### src/rtl/pipe_stage_skid.sv
// Pipeline stage register between two adjacent stages (e.g. fetch->decode).
// Carries an instruction word and its PC over valid/ready handshakes on both
// sides. With SKID=1 a one-entry skid buffer lets in_ready be a flop while
// still sustaining one beat per cycle; with SKID=0 the stage is a single
// register whose in_ready is derived combinationally from out_ready.
// An empty stage presents a NOP bubble (NOP_INSTR / PC 0).

module pipe_stage_skid #(
    parameter int                 INSTR_W   = 32,
    parameter int                 PC_W      = 10,
    parameter logic [INSTR_W-1:0] NOP_INSTR = {INSTR_W{1'b0}},
    parameter bit                 SKID      = 1'b1
) (
    input  logic               clk,
    input  logic               rst,
    input  logic               flush,
    input  logic               in_valid,
    output logic               in_ready,
    input  logic [INSTR_W-1:0] in_instr,
    input  logic [PC_W-1:0]    in_pc,
    output logic               out_valid,
    input  logic               out_ready,
    output logic [INSTR_W-1:0] out_instr,
    output logic [PC_W-1:0]    out_pc,
    output logic [1:0]         occ
);

    typedef enum logic [1:0] {
        EMPTY = 2'd0,
        FULL  = 2'd1,
        SKIDF = 2'd2
    } stateT;

    stateT              state;
    stateT              nextState;

    logic [INSTR_W-1:0] mainInstr;
    logic [INSTR_W-1:0] nextMainInstr;
    logic [PC_W-1:0]    mainPc;
    logic [PC_W-1:0]    nextMainPc;
    logic [INSTR_W-1:0] skidInstr;
    logic [INSTR_W-1:0] nextSkidInstr;
    logic [PC_W-1:0]    skidPc;
    logic [PC_W-1:0]    nextSkidPc;

    logic               validReg;
    logic [1:0]         occReg;
    logic [1:0]         nextOcc;
    logic               readyReg;

    logic               acc;
    logic               emit;

    // Skid mode uses the flopped ready; single-register mode lets a stalled
    // full stage accept as soon as the consumer takes the current beat.
    assign in_ready  = SKID ? readyReg : (~validReg | out_ready);

    assign acc       = in_valid & in_ready;
    assign emit      = validReg & out_ready;

    assign out_valid = validReg;
    assign out_instr = mainInstr;
    assign out_pc    = mainPc;
    assign occ       = occReg;

    // Next-state and payload steering; flush overrides everything and drops
    // whatever is being accepted, the skid entry always drains into main.
    always_comb begin
        nextState     = state;
        nextMainInstr = mainInstr;
        nextMainPc    = mainPc;
        nextSkidInstr = skidInstr;
        nextSkidPc    = skidPc;

        if (flush) begin
            nextState     = EMPTY;
            nextMainInstr = NOP_INSTR;
            nextMainPc    = '0;
            nextSkidInstr = '0;
            nextSkidPc    = '0;
        end else begin
            case (state)
                EMPTY: begin
                    if (acc) begin
                        nextState     = FULL;
                        nextMainInstr = in_instr;
                        nextMainPc    = in_pc;
                    end
                end
                FULL: begin
                    if (acc && emit) begin
                        nextMainInstr = in_instr;
                        nextMainPc    = in_pc;
                    end else if (acc && SKID) begin
                        nextState     = SKIDF;
                        nextSkidInstr = in_instr;
                        nextSkidPc    = in_pc;
                    end else if (emit) begin
                        nextState     = EMPTY;
                        nextMainInstr = NOP_INSTR;
                        nextMainPc    = '0;
                    end
                end
                SKIDF: begin
                    if (emit) begin
                        nextState     = FULL;
                        nextMainInstr = skidInstr;
                        nextMainPc    = skidPc;
                        nextSkidInstr = '0;
                        nextSkidPc    = '0;
                    end
                end
                default: begin
                    nextState     = EMPTY;
                    nextMainInstr = NOP_INSTR;
                    nextMainPc    = '0;
                    nextSkidInstr = '0;
                    nextSkidPc    = '0;
                end
            endcase
        end
    end

    // Occupancy follows directly from the state being entered.
    always_comb begin
        case (nextState)
            EMPTY:   nextOcc = 2'd0;
            FULL:    nextOcc = 2'd1;
            SKIDF:   nextOcc = 2'd2;
            default: nextOcc = 2'd0;
        endcase
    end

    // State, payload and registered status outputs all move on the same edge.
    always_ff @(posedge clk or posedge rst) begin
        if (rst) begin
            state     <= EMPTY;
            mainInstr <= NOP_INSTR;
            mainPc    <= '0;
            skidInstr <= '0;
            skidPc    <= '0;
            validReg  <= 1'b0;
            occReg    <= 2'd0;
            readyReg  <= 1'b1;
        end else begin
            state     <= nextState;
            mainInstr <= nextMainInstr;
            mainPc    <= nextMainPc;
            skidInstr <= nextSkidInstr;
            skidPc    <= nextSkidPc;
            validReg  <= (nextState != EMPTY);
            occReg    <= nextOcc;
            readyReg  <= (nextState != SKIDF);
        end
    end

endmodule

### config.mk
export PLATFORM = sky130hd
export DESIGN_NAME = pipe_stage_skid
export DESIGN_NICKNAME = d
export VERILOG_FILES = /design/src/rtl/pipe_stage_skid.sv
export SDC_FILE = /design/constraint.sdc
export NUM_CORES = 1
export LEC_CHECK = 0
export BUFFER_PORTS_ARGS = -buffer_cell sky130_fd_sc_hd__buf_4
export CORE_UTILIZATION = 55
export DETAILED_ROUTE_END_ITERATION = 8
export PLACE_DENSITY_LB_ADDON = 0.2
export SLEW_MARGIN = 10
export SYNTH_ARGS = -nofsm -noshare
export SYNTH_HDL_FRONTEND = slang
export SYNTH_SLANG_ARGS = --single-unit
### constraint.sdc
create_clock -name clk -period 3.79 [get_ports clk]
set_input_delay 0.379 -clock clk [delete_from_list [all_inputs] [get_ports clk]]
set_output_delay 0.379 -clock clk [all_outputs]
set_load 0.05 [all_outputs]
==> results.yml, run 1 <==
setup_path:
  crit_slowest_cell: "dfrtp_2"
  path_cells: "nor2b_2 -> buf_4 -> o21ai_1 -> a21oi_4 -> buf_12 -> o2bb2ai_1"
  worstPathRequired_ns: 4.07
  crit_arrival_ns: 2.84
  crit_path_end_kind: "flip-flop"
  critPathLaunch: "state[1]$_DFF_PP0_"
  cp-start-kind: "flip-flop"
  critPathMaxFanout: 28
  regToRegStartpoint: "state[1]$_DFF_PP0_"
  critPathMaxStageDelay_ns: 0.74
  critPathKind: "flip-flop to flip-flop"
final_layout:
  final_util: 0.678
  finalNetCount: 541
  insertedDiodeCount: 0
  area_delta_synth_final_pct: 19.7
  multi_input_area_mm2: 0.00202
  drive_above_1_share: 0.335
  finalNonFillerCells: 604
  regArea_mm2: 0.00225
  nFillCells: 611
global_route:
  grt_pass1_vias: 3493
  grt_antenna_before_repair: 0
  grt_overflow: 0
  grt_max_degree: 56
  grt_use_total: 0.250
  grt_first_pass_wirelength_um: 16900
clock_tree:
  postCtsSetupBuffers: 0
  cts_sinks: 90
  cts_resized: 0
  ctsHoldBuffers: 0
  clkTransAtPathRegs_ns: 0.09
  cts_tree: "built"
  clk_latency_ns: 0.36
  cts-root-buf: "clkbuf_8"
  clockBufferDepth: 2
  htreeDepth: 3
  numCtsBuffers: 9
power:
  vdd_ir_drop_max_mv: 0.197
  leakage_nw: 2.59
  pwr_density_cell_mw_per_mm2: 427
yosys:
  syn_avg_cell_area_um2: 11.1
  syn_inst: 416
  yosysSeqAreaShare: 0.487
  syn_area_mm2: 0.00463
  synthesis.nets: 463
  ys_ff_latch: 90
  yosys_warnings: 0
  synth.distinct_cells: 31
floorplan:
  num_rows: 33
  die-area_mm2: 0.00879
  die_x_um: 93.7
  ios: 93
  core_mm2: 0.00818
  initial_core_util: 0.566
  die_y_um: 93.7
drt:
  ant_nets: 0
  drt_iter0_drc: 224
  vias: 3371
  drt-total-wl_um: 10300
  firstDrtPassIters: 4
  wl_per_cell_um: 17.0
  vias_per_cell: 5.58
  drc: 0
status:
  status: "complete, no violations"
timing:
  max_freq_mhz: 391
  tightestPinTransition_ns: 1.13
  fin_crit_ns: 2.56
  setup_ws_ns: 1.23
  finalMaxSlewViolations: 0
  finalHoldViolCount: 0
  rsz0062_at_grt: "no"
  fin_crit_sh: 0.675
  slew_headroom: 0.245
  fin_worst_skew_ns: 0.00859
  fin_setup_tns_ns: 0
  setup_violations: 0
flow_run:
  max_cap_viol_count: 0
worst_hold_path:
  hold_path.class: "primary input to async pin"
placed_design:
  place_ws_ns: 1.23
  dp_hpwl_um: 6650
  io_buffer_count: 92
  gp_congestion: 0.833
  dp.cells: 588
## routing by layer
| metal | up-vias | track usage | part of all wire |
|---|---|---|---|
| li1 | 1591 | - | - |
| met5 | - | 0 | 0 |
| met2 | 87 | 0.425 | 0.50 |
| met4 | 0 | 0.0962 | 0.0092 |
| met1 | 1687 | 0.323 | 0.44 |
| met3 | 6 | 0.0356 | 0.050 |
## flip-flops by register name, indices dropped and copies added, names as in the netlist
signal,flops
skidInstr,32
state,2
out_instr,32
occ,2
skidPc,10
in_ready,1
out_valid,1
out_pc,10
## power by group
group / internal [mW] / switching [mW]
Sequential: 1.03 / 0.0623
Clock: 0.340 / 0.342
Combinational: 0.210 / 0.384
Total: 1.58 / 0.788
## placed cells by master (no fill, tap or decap), drive strengths merged, types with 2 or more instances in the layout
| master | netlist | layout |
|---|---|---|
| mux2i | 67 | 67 |
| a22oi | 17 | 17 |
| inv | 44 | 43 |
| o21bai | 2 | 2 |
| nor2 | 27 | 27 |
| clkinv | 0 | 2 |
| dfrtp | 89 | 89 |
| nand2 | 46 | 46 |
| o2bb2ai | 42 | 42 |
| clkbuf | 9 | 12 |
| buf | 24 | 100 |
| a21oi | 32 | 32 |
| nand3 | 3 | 3 |
| clkinvlp | 0 | 2 |
| a221oi | 2 | 2 |
| nor2b | 3 | 3 |
## worst max-delay path: cells and delay by family, from the launching register on
kind	cells	cell delay (ns)
DFF	1	0.74
AOI/OAI and AO/OA	3	0.89
buffers and inverters	2	0.59
and+or+nand+nor	1	0.24
## cell families (layout without fill, tap and decap cells)
family	count (synthesis)	in the layout	synth area share
AO/OA/AOI/OAI	99	99	0.210
AND/OR/NAND/NOR	83	83	0.0752
multiplexers	67	67	0.145
buffers and inverters	77	160	0.0827
flip-flops	90	90	0.487
## cell type report
cell class,instances,area share
timing repair buffer,100,0.138
tap,105,0.0237
sequential,90,0.407
clock inverter,4,0.00904
inverter,44,0.0300
multi-input combinational,249,0.364
clock buffer,12,0.0280
## metrics by stage
stage | instance area (um^2) | power [mW] | hold WS [ns]
5_1_grt | 5540 | 2.46 | 0.269
6_report | 5540 | 2.36 | 0.202
3_5_place_dp | 5330 | 1.70 | 0.476
4_1_cts | 5540 | 2.37 | 0.234
2_1_floorplan | 4630 | 1.52 | 0.487
3_3_place_gp | 5330 | 1.69 | 0.479
## worst paths after layout
| check | slack [ns] | cells past startpoint | end |
|---|---|---|---|
| setup / recovery | 1.23 | 6 | out_pc[8]$_DFFE_PP0P_ |
| hold / removal | 0.20 | 2 | out_pc[5]$_DFFE_PP0P_ |
| setup reg to reg | 1.23 | 6 | out_pc[8]$_DFFE_PP0P_ |
| hold reg to reg | 0.51 | 1 | out_instr[0]$_DFFE_PP0P_ |
| max in group asynchronous | 2.58 | 3 | skidPc[8]$_DFFE_PP0P_ |
| min in group clk | 0.26 | 2 | out_valid$_DFF_PP0_ |
## Yosys cell counts, drive strengths merged
master	count	share of area
dfrtp	89	0.48
mux2i	67	0.14
nand2	46	0.037
inv	44	0.036
o2bb2ai	42	0.13
a21oi	32	0.036
nor2	27	0.022
buf	24	0.040
a22oi	17	0.028
clkbuf	9	0.0073
nand3	3	0.0043
nor2b	3	0.0051
a221oi	2	0.0038
o21bai	2	0.0032
a21o	1	0.0016
a31o	1	0.0019
a31oi	1	0.0014
and3	1	0.0014
dfstp	1	0.0057
nand2b	1	0.0014
nand4	1	0.0014
nand4b	1	0.0019
o21ai	1	0.0011
Note: power is estimated with default switching activity, not from simulation.
==> run 2: changes to the inputs <==
--- a/config.mk
+++ b/config.mk
@@ -6,7 +6,7 @@
 export NUM_CORES = 1
 export LEC_CHECK = 0
 export BUFFER_PORTS_ARGS = -buffer_cell sky130_fd_sc_hd__buf_4
-export CORE_UTILIZATION = 55
+export CORE_UTILIZATION = 50
 export DETAILED_ROUTE_END_ITERATION = 8
 export PLACE_DENSITY_LB_ADDON = 0.2
 export SLEW_MARGIN = 10
==> constraint.sdc (replaced) <==
create_clock -name clk -period 2.35 [get_ports clk]
set_input_delay 0.235 -clock clk [delete_from_list [all_inputs] [get_ports clk]]
set_output_delay 0.235 -clock clk [all_outputs]
set_load 0.05 [all_outputs]
==> results.yml, run 2 (synthesized netlist as in run 1, its figures left out) <==
timing:
  fin_setup_tns_ns: 0
  slew_headroom: 0.426
  rsz0062_at_grt: "no"
  finalMaxSlewViolations: 0
  max_freq_mhz: 549
  setup_violations: 0
  fin_worst_skew_ns: 0.00970
  fin_crit_ns: 1.82
  fin_crit_sh: 0.775
  finalHoldViolCount: 0
  tightestPinTransition_ns: 0.862
clock_tree:
  postCtsSetupBuffers: 0
  htreeDepth: 3
  numCtsBuffers: 9
  clkTransAtPathRegs_ns: 0.09
  cts_resized: 0
  cts-root-buf: "clkbuf_8"
  cts_tree: "built"
  clk_latency_ns: 0.35
  cts_sinks: 90
  clockBufferDepth: 2
final_layout:
  insertedDiodeCount: 0
  drive_above_1_share: 0.341
  finalNetCount: 550
  area_delta_synth_final_pct: 21.9
  multi_input_area_mm2: 0.00203
  final_common_cell: "buf_4"
  layout_common_cells: "106 x buf_4, 88 x dfrtp_1, 67 x mux2i_1, 46 x nand2_1, 43 x inv_1"
  fin_area_mm2: 0.00564
  regArea_mm2: 0.00225
  nFillCells: 722
power:
  p_total_mw: 3.87
  leakage_nw: 2.65
  pwr_density_cell_mw_per_mm2: 685
  vdd_ir_drop_max_mv: 0.380
floorplan:
  ios: 93
  die_x_um: 98.2
  core_mm2: 0.00885
  die-area_mm2: 0.00965
  num_rows: 34
  die_y_um: 98.2
  initial_core_util: 0.523
status:
  status: "finished with violations"
  violations: "DRC"
setup_path:
  critPathMaxFanout: 42
  cp-start-kind: "flip-flop"
  crit_path_end_kind: "flip-flop"
  worstPathRequired_ns: 2.56
  critPathKind: "flip-flop to flip-flop"
  crit_arrival_ns: 2.03
global_route:
  grt_overflow: 0
  grt_pass1_vias: 3539
  grt_max_degree: 57
  grt_antenna_before_repair: 0
  grt_first_pass_wirelength_um: 17600
  grt_use_total: 0.232
drt:
  drt-total-wl_um: 10500
  ant_nets: 0
  drt_iter0_drc: 210
  vias: 3418
  firstDrtPassIters: 6
  wl_per_cell_um: 17.0
  drc: 5
  vias_per_cell: 5.55
placed_design:
  io_buffer_count: 92
  placed_cell_area_mm2: 0.00542
  gp_congestion: 0.803
  dp_hpwl_um: 6990
flow_run:
  max_cap_viol_count: 0
worst_hold_path:
  hold_path.class: "primary input to flip-flop"
run 2: final timing paths:
check                                            from                  endpoint  slack (ns)  depth (start not counted)
min in group asynchronous                         rst     skidPc[6]$_DFFE_PP0P_        0.38                          3
worst max-delay path               state[0]$_DFF_PP0_  out_instr[0]$_DFFE_PP0P_        0.53                          4
worst min register to register  out_pc[8]$_DFFE_PP0P_     out_pc[8]$_DFFE_PP0P_        0.50                          1
worst max register to register     state[0]$_DFF_PP0_  out_instr[0]$_DFFE_PP0P_        0.53                          4
worst min-delay path                      in_instr[5]  skidInstr[5]$_DFFE_PP0P_        0.13                          3
max in group asynchronous                         rst        in_ready$_DFF_PP1_        1.33                          4
run 2: final cells by class:
type / count / share of cell area
inverter: 44 / 0.0299
clock buffer: 12 / 0.0239
clock inverter: 4 / 0.0135
sequential: 90 / 0.400
tap: 108 / 0.0239
multi-input combinational: 249 / 0.359
timing repair buffer: 109 / 0.150
run 2: power by group:
part	internal [mW]	leakage, nW	switching, mW
Combinational	0.351	1.32	0.642
Clock	0.603	0.101	0.530
Sequential	1.66	1.22	0.0860
Total	2.61	2.65	1.26
run 2: repair_timing:
action / CTS / global route
hold buffers: 1 / 0
setup endpoints to repair: 0 / 0
endpoints found under the hold margin: 10 / 0
run 2: metrics by stage:
stage	worst slack [ns]	cells	hold WS, ns	utilization
after CTS	0.525	616	0.115	0.638
after detailed placement	0.515	599	0.208	0.613
after global placement	0.592	599	0.209	0.613
after floorplan	0.584	416	0.343	-
final	0.528	616	0.134	0.638
after global routing	0.400	616	0.103	0.638
run 2: worst max-delay path, stage by stage (launching register included):
cell	delay, ns
dfrtp_1	0.46
nor2b_2	0.20
nand3_1	0.10
a31o_4	0.74
o2bb2ai_1	0.16
run 2: metal layers:
metal / routed length, um / part of all wire / track usage
met1: 4630 / 0.44 / 0.299
met2: 5210 / 0.50 / 0.388
met3: 498 / 0.047 / 0.0594
met4: 157 / 0.015 / 0.0689
met5: 0 / 0 / 0
